### config.mk
export PLATFORM = sky130hd
export DESIGN_NAME = vc_tx_port
export DESIGN_NICKNAME = d
export VERILOG_FILES = /design/src/rtl/vc_tx_port.sv
export SDC_FILE = /design/constraint.sdc
export NUM_CORES = 1
export LEC_CHECK = 0
export BUFFER_PORTS_ARGS = -buffer_cell sky130_fd_sc_hd__buf_2
export CORE_AREA = 2 2 108 110
export DETAILED_ROUTE_END_ITERATION = 8
export DIE_AREA = 0 0 110 112
export PLACE_DENSITY = 0.62
export SKIP_LAST_GASP = 1
export SYNTH_ARGS = -nofsm -noshare
export SYNTH_HDL_FRONTEND = slang
export SYNTH_SLANG_ARGS = --single-unit
### constraint.sdc
create_clock -name clk -period 2.75 [get_ports clk]
set_input_delay 0.1375 -clock clk [delete_from_list [all_inputs] [get_ports clk]]
set_output_delay 0.1375 -clock clk [all_outputs]
set_load 0.05 [all_outputs]
### src/rtl/vc_tx_port.sv
// Transmit side of a two-VC router link: per-VC FIFOs, credit-based flow control and a
// round-robin arbiter driving one registered flit per cycle towards the downstream buffer.
module vc_tx_port #(
  parameter int unsigned FLIT_W  = 8,
  parameter int unsigned DEPTH   = 4,
  parameter int unsigned CREDITS = 1
) (
  input  logic              clk,
  input  logic              rst,
  input  logic [FLIT_W-1:0] in_flit,
  input  logic              in_vc,
  input  logic              in_valid,
  output logic              in_ready0,
  output logic              in_ready1,
  input  logic              credit_ret0,
  input  logic              credit_ret1,
  output logic [FLIT_W-1:0] flit_out,
  output logic [1:0]        vc_sel,
  output logic              flit_valid,
  output logic              credit_err
);

  localparam int unsigned PtrW = $clog2(DEPTH);
  localparam int unsigned CntW = PtrW + 1;
  localparam int unsigned CrdW = $clog2(CREDITS) + 1;
  localparam logic [CntW-1:0] DepthC   = CntW'(DEPTH);
  localparam logic [CrdW-1:0] CreditsC = CrdW'(CREDITS);
  localparam logic [1:0]      VcIdle   = 2'b11;

  logic [FLIT_W-1:0]        mem_q [2][DEPTH];
  logic [1:0][PtrW-1:0]     wr_ptr_q, wr_ptr_d;
  logic [1:0][PtrW-1:0]     rd_ptr_q, rd_ptr_d;
  logic [1:0][CntW-1:0]     count_q, count_d;
  logic [1:0][CrdW-1:0]     credit_q, credit_d;
  logic                     rr_last_q, rr_last_d;
  logic                     credit_err_q, credit_err_d;
  logic [FLIT_W-1:0]        flit_out_q, flit_out_d;
  logic [1:0]               vc_sel_q, vc_sel_d;
  logic                     flit_valid_q, flit_valid_d;

  logic [1:0]               in_ready;
  logic [1:0]               push;
  logic [1:0]               pop;
  logic [1:0]               elig;
  logic [1:0]               ret;
  logic                     gnt_valid;
  logic                     gnt_vc;
  logic [FLIT_W-1:0]        head;

  assign in_ready  = {count_q[1] != DepthC, count_q[0] != DepthC};
  assign in_ready0 = in_ready[0];
  assign in_ready1 = in_ready[1];
  assign ret       = {credit_ret1, credit_ret0};

  // A zero flit is the idle encoding on the link, so it is never queued.
  always_comb begin
    push[0] = in_valid & ~in_vc & in_ready[0] & (in_flit != '0);
    push[1] = in_valid &  in_vc & in_ready[1] & (in_flit != '0);
  end

  always_comb begin
    for (int v = 0; v < 2; v++) begin
      elig[v] = (count_q[v] != '0) && (credit_q[v] != '0);
    end
  end

  // Round-robin: on a tie the VC that was not granted last wins.
  always_comb begin
    gnt_valid = |elig;
    gnt_vc    = 1'b0;
    case (elig)
      2'b01:   gnt_vc = 1'b0;
      2'b10:   gnt_vc = 1'b1;
      2'b11:   gnt_vc = ~rr_last_q;
      default: gnt_vc = 1'b0;
    endcase
    pop[0]    = gnt_valid & ~gnt_vc;
    pop[1]    = gnt_valid &  gnt_vc;
    rr_last_d = gnt_valid ? gnt_vc : rr_last_q;
  end

  always_comb begin
    credit_err_d = credit_err_q;
    for (int v = 0; v < 2; v++) begin
      wr_ptr_d[v] = wr_ptr_q[v] + PtrW'(push[v]);
      rd_ptr_d[v] = rd_ptr_q[v] + PtrW'(pop[v]);

      count_d[v] = count_q[v];
      case ({push[v], pop[v]})
        2'b10:   count_d[v] = count_q[v] + CntW'(1);
        2'b01:   count_d[v] = count_q[v] - CntW'(1);
        default: count_d[v] = count_q[v];
      endcase

      // A return that coincides with a grant cancels it out; a lone return at full credit
      // means the downstream side returned more than it was given.
      credit_d[v] = credit_q[v];
      case ({pop[v], ret[v]})
        2'b10: credit_d[v] = credit_q[v] - CrdW'(1);
        2'b01: begin
          if (credit_q[v] == CreditsC) begin
            credit_err_d = 1'b1;
          end else begin
            credit_d[v] = credit_q[v] + CrdW'(1);
          end
        end
        default: credit_d[v] = credit_q[v];
      endcase
    end
  end

  always_comb begin
    head         = mem_q[gnt_vc][rd_ptr_q[gnt_vc]];
    flit_out_d   = gnt_valid ? head : '0;
    vc_sel_d     = gnt_valid ? {1'b0, gnt_vc} : VcIdle;
    flit_valid_d = gnt_valid;
  end

  // Storage needs no reset: entries are only read behind a non-zero count.
  always_ff @(posedge clk) begin
    if (push[0]) mem_q[0][wr_ptr_q[0]] <= in_flit;
    if (push[1]) mem_q[1][wr_ptr_q[1]] <= in_flit;
  end

  always_ff @(posedge clk or negedge rst) begin
    if (!rst) begin
      wr_ptr_q     <= '0;
      rd_ptr_q     <= '0;
      count_q      <= '0;
      credit_q     <= {CreditsC, CreditsC};
      rr_last_q    <= 1'b1;
      credit_err_q <= 1'b0;
      flit_out_q   <= '0;
      vc_sel_q     <= VcIdle;
      flit_valid_q <= 1'b0;
    end else begin
      wr_ptr_q     <= wr_ptr_d;
      rd_ptr_q     <= rd_ptr_d;
      count_q      <= count_d;
      credit_q     <= credit_d;
      rr_last_q    <= rr_last_d;
      credit_err_q <= credit_err_d;
      flit_out_q   <= flit_out_d;
      vc_sel_q     <= vc_sel_d;
      flit_valid_q <= flit_valid_d;
    end
  end

  assign flit_out   = flit_out_q;
  assign vc_sel     = vc_sel_q;
  assign flit_valid = flit_valid_q;
  assign credit_err = credit_err_q;

endmodule

==> results_dict.tcl, run 1 <==
set metrics [dict create \
    seqCellArea_mm2 0.00265 \
    outcome "finished clean" \
    diodes 0 \
    clock_latency_ns 0.33 \
    grt-ovfl-total 0 \
    final-hold-violation-count 0 \
    critPathArrivalTime_ns 2.65 \
    nNetsFinal 288 \
    cts_tree "yes" \
    drt-pass1-iter-count 4 \
    cts_buffers 9 \
    antenna_found_initial 0 \
    num_vias 1976 \
    die_area_mm2 0.0123 \
    clk_pin_slew_ns 0.06 \
    path_class "register to register" \
    tns_ns 0 \
    synth_area_leader_cell "edfxtp_1" \
    n_fill_cell 1002 \
    dp_hpwl_mm 4.56 \
    post-route-min-period_ns 2.39 \
    dpl_cell_area_mm2 0.00416 \
    critPathLaunchType "register" \
    synthesis.instances 221 \
    rows 39 \
    fin_hold_ws_ns 0.0937 \
    synthesis.nets 245 \
    worst-path-max-fanout 5 \
    p_leak_uw 0.00175 \
    crit_path_max_incr_delay_ns 0.51 \
    final_cells 412 \
    synth_area_mm2 0.00382 \
    die_h_um 112 \
    grtUsageTotal 0.128 \
    multi_input_area_mm2 0.00108 \
    drc_errors 0 \
    core_mm2 0.0112 \
    fin_skew_ns 0.00309 \
    synth_area_leaders "edfxtp_1 50%, dfrtp_1 16%, mux2i_1 9.4%" \
    grt_pass1_wl_mm 11.2 \
    io_pins 28 \
    place_congestion 0.704 \
    cap_violations 0 \
    grt_max_degree 30 \
    ys_seq_elements 93 \
    detail-route-antenna-nets 0 \
    yosysWarningCount 0 \
    via_per_inst 4.80 \
    clockBufferDepth 2 \
    fmax_mhz 419 \
    p_per_area_mw_per_mm2 1180 \
    setup_viol 0 \
    cp_cell_sequence "or3b_2 > o2111a_1 > inv_1 > ha_1 > inv_1 > fa_1 > xor2_1 > nor2_1 > xor2_1" \
    cts_max_level 3 \
    first_iter_violations 111 \
    clkSinkCount 93 \
    worst_slew_pin_slew_ns 0.681 \
    port_buffers 27 \
    critPathCaptureType "register" \
    ir_drop_mv 0.391 \
    timing.final.crit_share 0.868 \
    layout-drive-gt1-share 0.279 \
    post_cts_buffers 0 \
    relSlewSlack 0.546 \
    power_uw 5230 \
    ys_seq_area_frac 0.695 \
    placed_cells 395 \
    wl_mm 7.05 \
    min_path_type "input port to register" \
    start_util 0.342 \
    slowest_stage "or3b_2" \
    syn_avg_cell_area_um2 17.3 \
    design_area_mm2 0.00443 \
    slew_viol_final 0 \
    area_growth_pct 16.1 \
    cts-root-buf "clkbuf_16" \
    yosysTopAreaCellShare 0.503 \
    grt_pass1_vias 2044 \
    dieWidth_um 110 \
    crit_required_ns 3.01 \
    rsz0062_at_grt "false" \
    ys_types 35 \
    avgRoutedWirePerCell_um 17.1 \
]
-- sequential cells by signal, indices dropped and copies added, names as in the netlist --
register and cells:
flit_valid 1, rd_ptr_q 4, flit_out 8, wr_ptr_q 4, rr_last_q 1, count_q 6
mem_q 64, vc_sel 2, credit_err 1, credit_q 2
-- cells in the final DEF (no fill, tap or decap), drive strengths merged --
master        n
edfxtp       64
mux2i        36
buf          36
dfrtp        24
mux2         16
inv          13
clkbuf       11
o22ai         8
xor2          8
ha            8
nor2          6
dfstp         5
clkinv        4
nor3b         3
o21a          2
or4           2
and3          2
nor3          2
xnor2         2
fa            2
o31a          2
nand2         2
o31ai         1
o311ai        1
o22a          1
a22oi         1
nand3         1
o2111ai       1
or3b          1
o2111a        1
a221o         1
clkinvlp      1
dlygate4sd3   1
-- where the power goes --
part	switching (uW)	internal, uW	total, uW	leakage [uW]
Combinational	1230	836	2070	0.000708
Clock	475	605	1080	0.000122
Sequential	221	1860	2080	0.000916
Total	1930	3300	5230	0.00175
-- cell type report --
class                      count  share of cell area
sequential                    93               0.599
clock buffer                  11              0.0525
tap                          143              0.0404
timing repair buffer          37              0.0480
multi-input combinational    110               0.243
inverter                      13              0.0110
clock inverter                 5             0.00621
-- cell families (layout without fill, tap and decap cells) --
family          Yosys count  in the layout  share of synthesized area
compound gates           19             19                     0.0515
xor+xnor                 10             10                     0.0229
fa+ha+maj                10             10                     0.0367
buf+inv                  18             66                     0.0223
flops                    93             93                      0.695
mux                      52             52                      0.142
simple gates             19             19                     0.0298
-- worst max-delay path, delay by kind of cell (launching register included) --
kind,cells,cell delay (ns)
AOI/OAI and AO/OA,1,0.21
xor gates and xnor gates,2,0.30
adders and majority gates,2,0.57
buffers and inverters,2,0.17
DFF,1,0.45
and+or+nand+nor,2,0.62
-- routing by layer --
layer / up-vias / share of wire / track usage
met2: 28 / 0.49 / 0.193
li1: 919 / - / -
met3: 18 / 0.030 / 0.0293
met5: - / 0 / 0
met4: 0 / 0.032 / 0.0717
met1: 1011 / 0.45 / 0.168
-- final timing paths --
check,endpoint,slack (ns),cells past startpoint,startpoint
max reg2reg,count_q[2],0.36,9,count_q[0]
min reg2reg,credit_err,0.49,1,credit_err
min,mem_q[0][29],0.09,1,in_flit[5]
min in group asynchronous,count_q[5],0.38,2,rst
max in group asynchronous,flit_out[7],1.93,2,rst
max,count_q[2],0.36,9,count_q[0]
-- timing repair --
action,4_1_cts,5_1_grt
endpoints found under the hold margin,24,0
hold buffers,1,0
resized for setup,0,0
-- stage by stage --
step,setup WS [ns],utilization
finish,0.363,0.397
floorplan,0.327,-
global placement,0.414,0.373
global route,0.224,0.397
CTS,0.361,0.397
detailed placement,0.367,0.373
-- synth_stat cells --
library cell,instances
o21a_1,2
edfxtp_1,64
ha_1,8
o311ai_4,1
o31ai_1,1
o2111ai_4,1
a221o_1,1
nand3_1,1
nor2_1,6
dfrtp_1,24
xnor2_1,2
o31a_1,1
mux2_2,11
nand2_1,1
mux2_1,5
buf_2,2
or4_4,2
inv_2,3
inv_1,10
or3b_2,1
a22oi_4,1
nand2_2,1
fa_1,2
o31a_2,1
buf_6,1
buf_4,2
dfstp_2,5
xor2_1,8
o2111a_1,1
and3_1,2
nor3_1,2
nor3b_1,3
o22a_2,1
o22ai_1,8
mux2i_1,36
(Power assumes the default switching activity.)
==> inputs of run 2 (changes only) <==
Settings changed: PLACE_DENSITY 0.62 to 0.56.
Clock period 2.75 ns to 2.55 ns, I/O delays scaled along.
==> run 2 against run 1 <==
Final cell count grew 0.73%. Fmax grew 4.7%. Final area grew 2.5%. Sequential cell count is the same. Core utilization grew 0.99 points. Sequential power grew 8%. Hold slack lost 0.023 ns. Die area is the same. Worst setup slack lost 0.093 ns. Clock-buffer cell count shrank 2. Global-route usage grew 0.44 points. Largest power group is now combinational logic. Highest routed layer unchanged.
==> results_dict.tcl, run 2 (synthesis results as in run 1) <==
set metrics [dict create \
    placed_cells 398 \
    wl_mm 7.38 \
    die_area_mm2 0.0123 \
    regToRegStartpoint "credit_q[0]" \
    num_vias 1951 \
    setup_viol 0 \
    grt_pass1_vias 2056 \
    n_fill_cell 1028 \
    most-common-layout-cells "64 x edfxtp_1, 36 x mux2i_1, 27 x buf_2, 23 x dfrtp_1" \
    p_per_area_mw_per_mm2 1330 \
    min_path_type "input port to register" \
    dieWidth_um 110 \
    critPathArrivalTime_ns 2.54 \
    detail-route-antenna-nets 0 \
    grt-ovfl-total 0 \
    clk_pin_slew_ns 0.07 \
    outcome "finished clean" \
    startpoint "credit_q[0]" \
    place_congestion 0.743 \
    diodes 0 \
    clock_latency_ns 0.35 \
    largest_reg_flops 64 \
    cap_violations 0 \
    fin_util 0.407 \
    fmax_mhz 439 \
    ir_drop_mv 0.432 \
    cts_buffers 9 \
    first_iter_violations 70 \
    slew_viol_final 0 \
    drc_errors 0 \
    cts_tree "yes" \
    grt_max_degree 30 \
    critPathCaptureType "register" \
    io_pins 28 \
    tns_ns 0 \
    relSlewSlack 0.536 \
    area_growth_pct 19.0 \
    worst_slew_pin_slew_ns 0.695 \
    min_from "in_flit[4]" \
    grtUsageTotal 0.132 \
    cts-root-buf "clkbuf_16" \
    die_h_um 112 \
    start_util 0.342 \
    antenna_found_initial 0 \
    path_class "register to register" \
    rows 39 \
    final_common_cell "edfxtp_1" \
    clkSinkCount 93 \
    multi_input_area_mm2 0.00108 \
    port_buffers 27 \
    p_leak_uw 0.00180 \
    fin_skew_ns 0.00616 \
    dp_hpwl_mm 4.77 \
    crit_required_ns 2.82 \
    post-route-min-period_ns 2.28 \
    final_cells 415 \
    final-hold-violation-count 0 \
    drt-pass1-iter-count 4 \
    clockBufferDepth 2 \
    rsz0062_at_grt "false" \
    post_cts_buffers 0 \
    grt_pass1_wl_mm 11.5 \
    seqCellArea_mm2 0.00266 \
    cts_max_level 3 \
    via_per_inst 4.70 \
    power_uw 6030 \
    worst-path-max-fanout 5 \
    layout-drive-gt1-share 0.309 \
    timing.final.crit_share 0.894 \
    core_mm2 0.0112 \
    nNetsFinal 291 \
    critPathLaunchType "register" \
    avgRoutedWirePerCell_um 17.8 \
]
-- run 2: stage by stage --
step | setup slack (ns) | area [um^2] | hold slack, ns
after global placement | 0.203 | 4200 | 0.219
after global routing | 0.0733 | 4540 | 0.0906
after floorplan | 0.127 | 3820 | -0.168
after detailed placement | 0.179 | 4200 | 0.212
after CTS | 0.175 | 4540 | 0.0633
final | 0.271 | 4540 | 0.0708
-- run 2: power by group --
group	total [uW]	leakage [uW]	switching [uW]	internal [uW]
Sequential	2240	0.000915	231	2010
Clock	1470	0.000156	591	876
Combinational	2320	0.000728	1360	962
Total	6030	0.00180	2180	3850
-- run 2: worst paths after layout --
| path | to | slack (ns) | cells after the start |
|---|---|---|---|
| max | count_q[2] | 0.27 | 8 |
| min | mem_q[1][12] | 0.07 | 1 |
| max reg2reg | count_q[2] | 0.27 | 8 |
| min reg2reg | credit_err | 0.49 | 1 |
| max in group asynchronous | count_q[2] | 1.71 | 2 |
| min in group asynchronous | count_q[5] | 0.36 | 2 |
-- run 2: what timing repair did --
action	in CTS	in global routing
hold endpoints to repair	24	0
hold buffers	1	0
endpoints found under the setup margin	0	1
resized for setup	0	2
-- run 2: final cells by class --
cell class | count | area share
Clock inverter | 7 | 0.0234
Sequential cell | 93 | 0.584
Timing Repair Buffer | 40 | 0.0545
Inverter | 13 | 0.0107
Clock buffer | 9 | 0.0496
Multi-Input combinational cell | 110 | 0.238
Tap cell | 143 | 0.0394
-- run 2: worst max-delay path, stage by stage (launching register included) --
cell and delay, ns:
dfstp_2 0.59, o31a_1 0.17, o21a_1 0.33, ha_1 0.25, inv_1 0.06, fa_1 0.37, xor2_1 0.15, nor2_1 0.12
xor2_1 0.16
-- run 2: metal layers --
layer | global-route usage | vias up | routed length (um)
met5 | 0 | - | 0
met4 | 0.0633 | 0 | 145
met3 | 0.0287 | 9 | 168
met2 | 0.205 | 22 | 3600
met1 | 0.175 | 991 | 3470
li1 | - | 929 | -
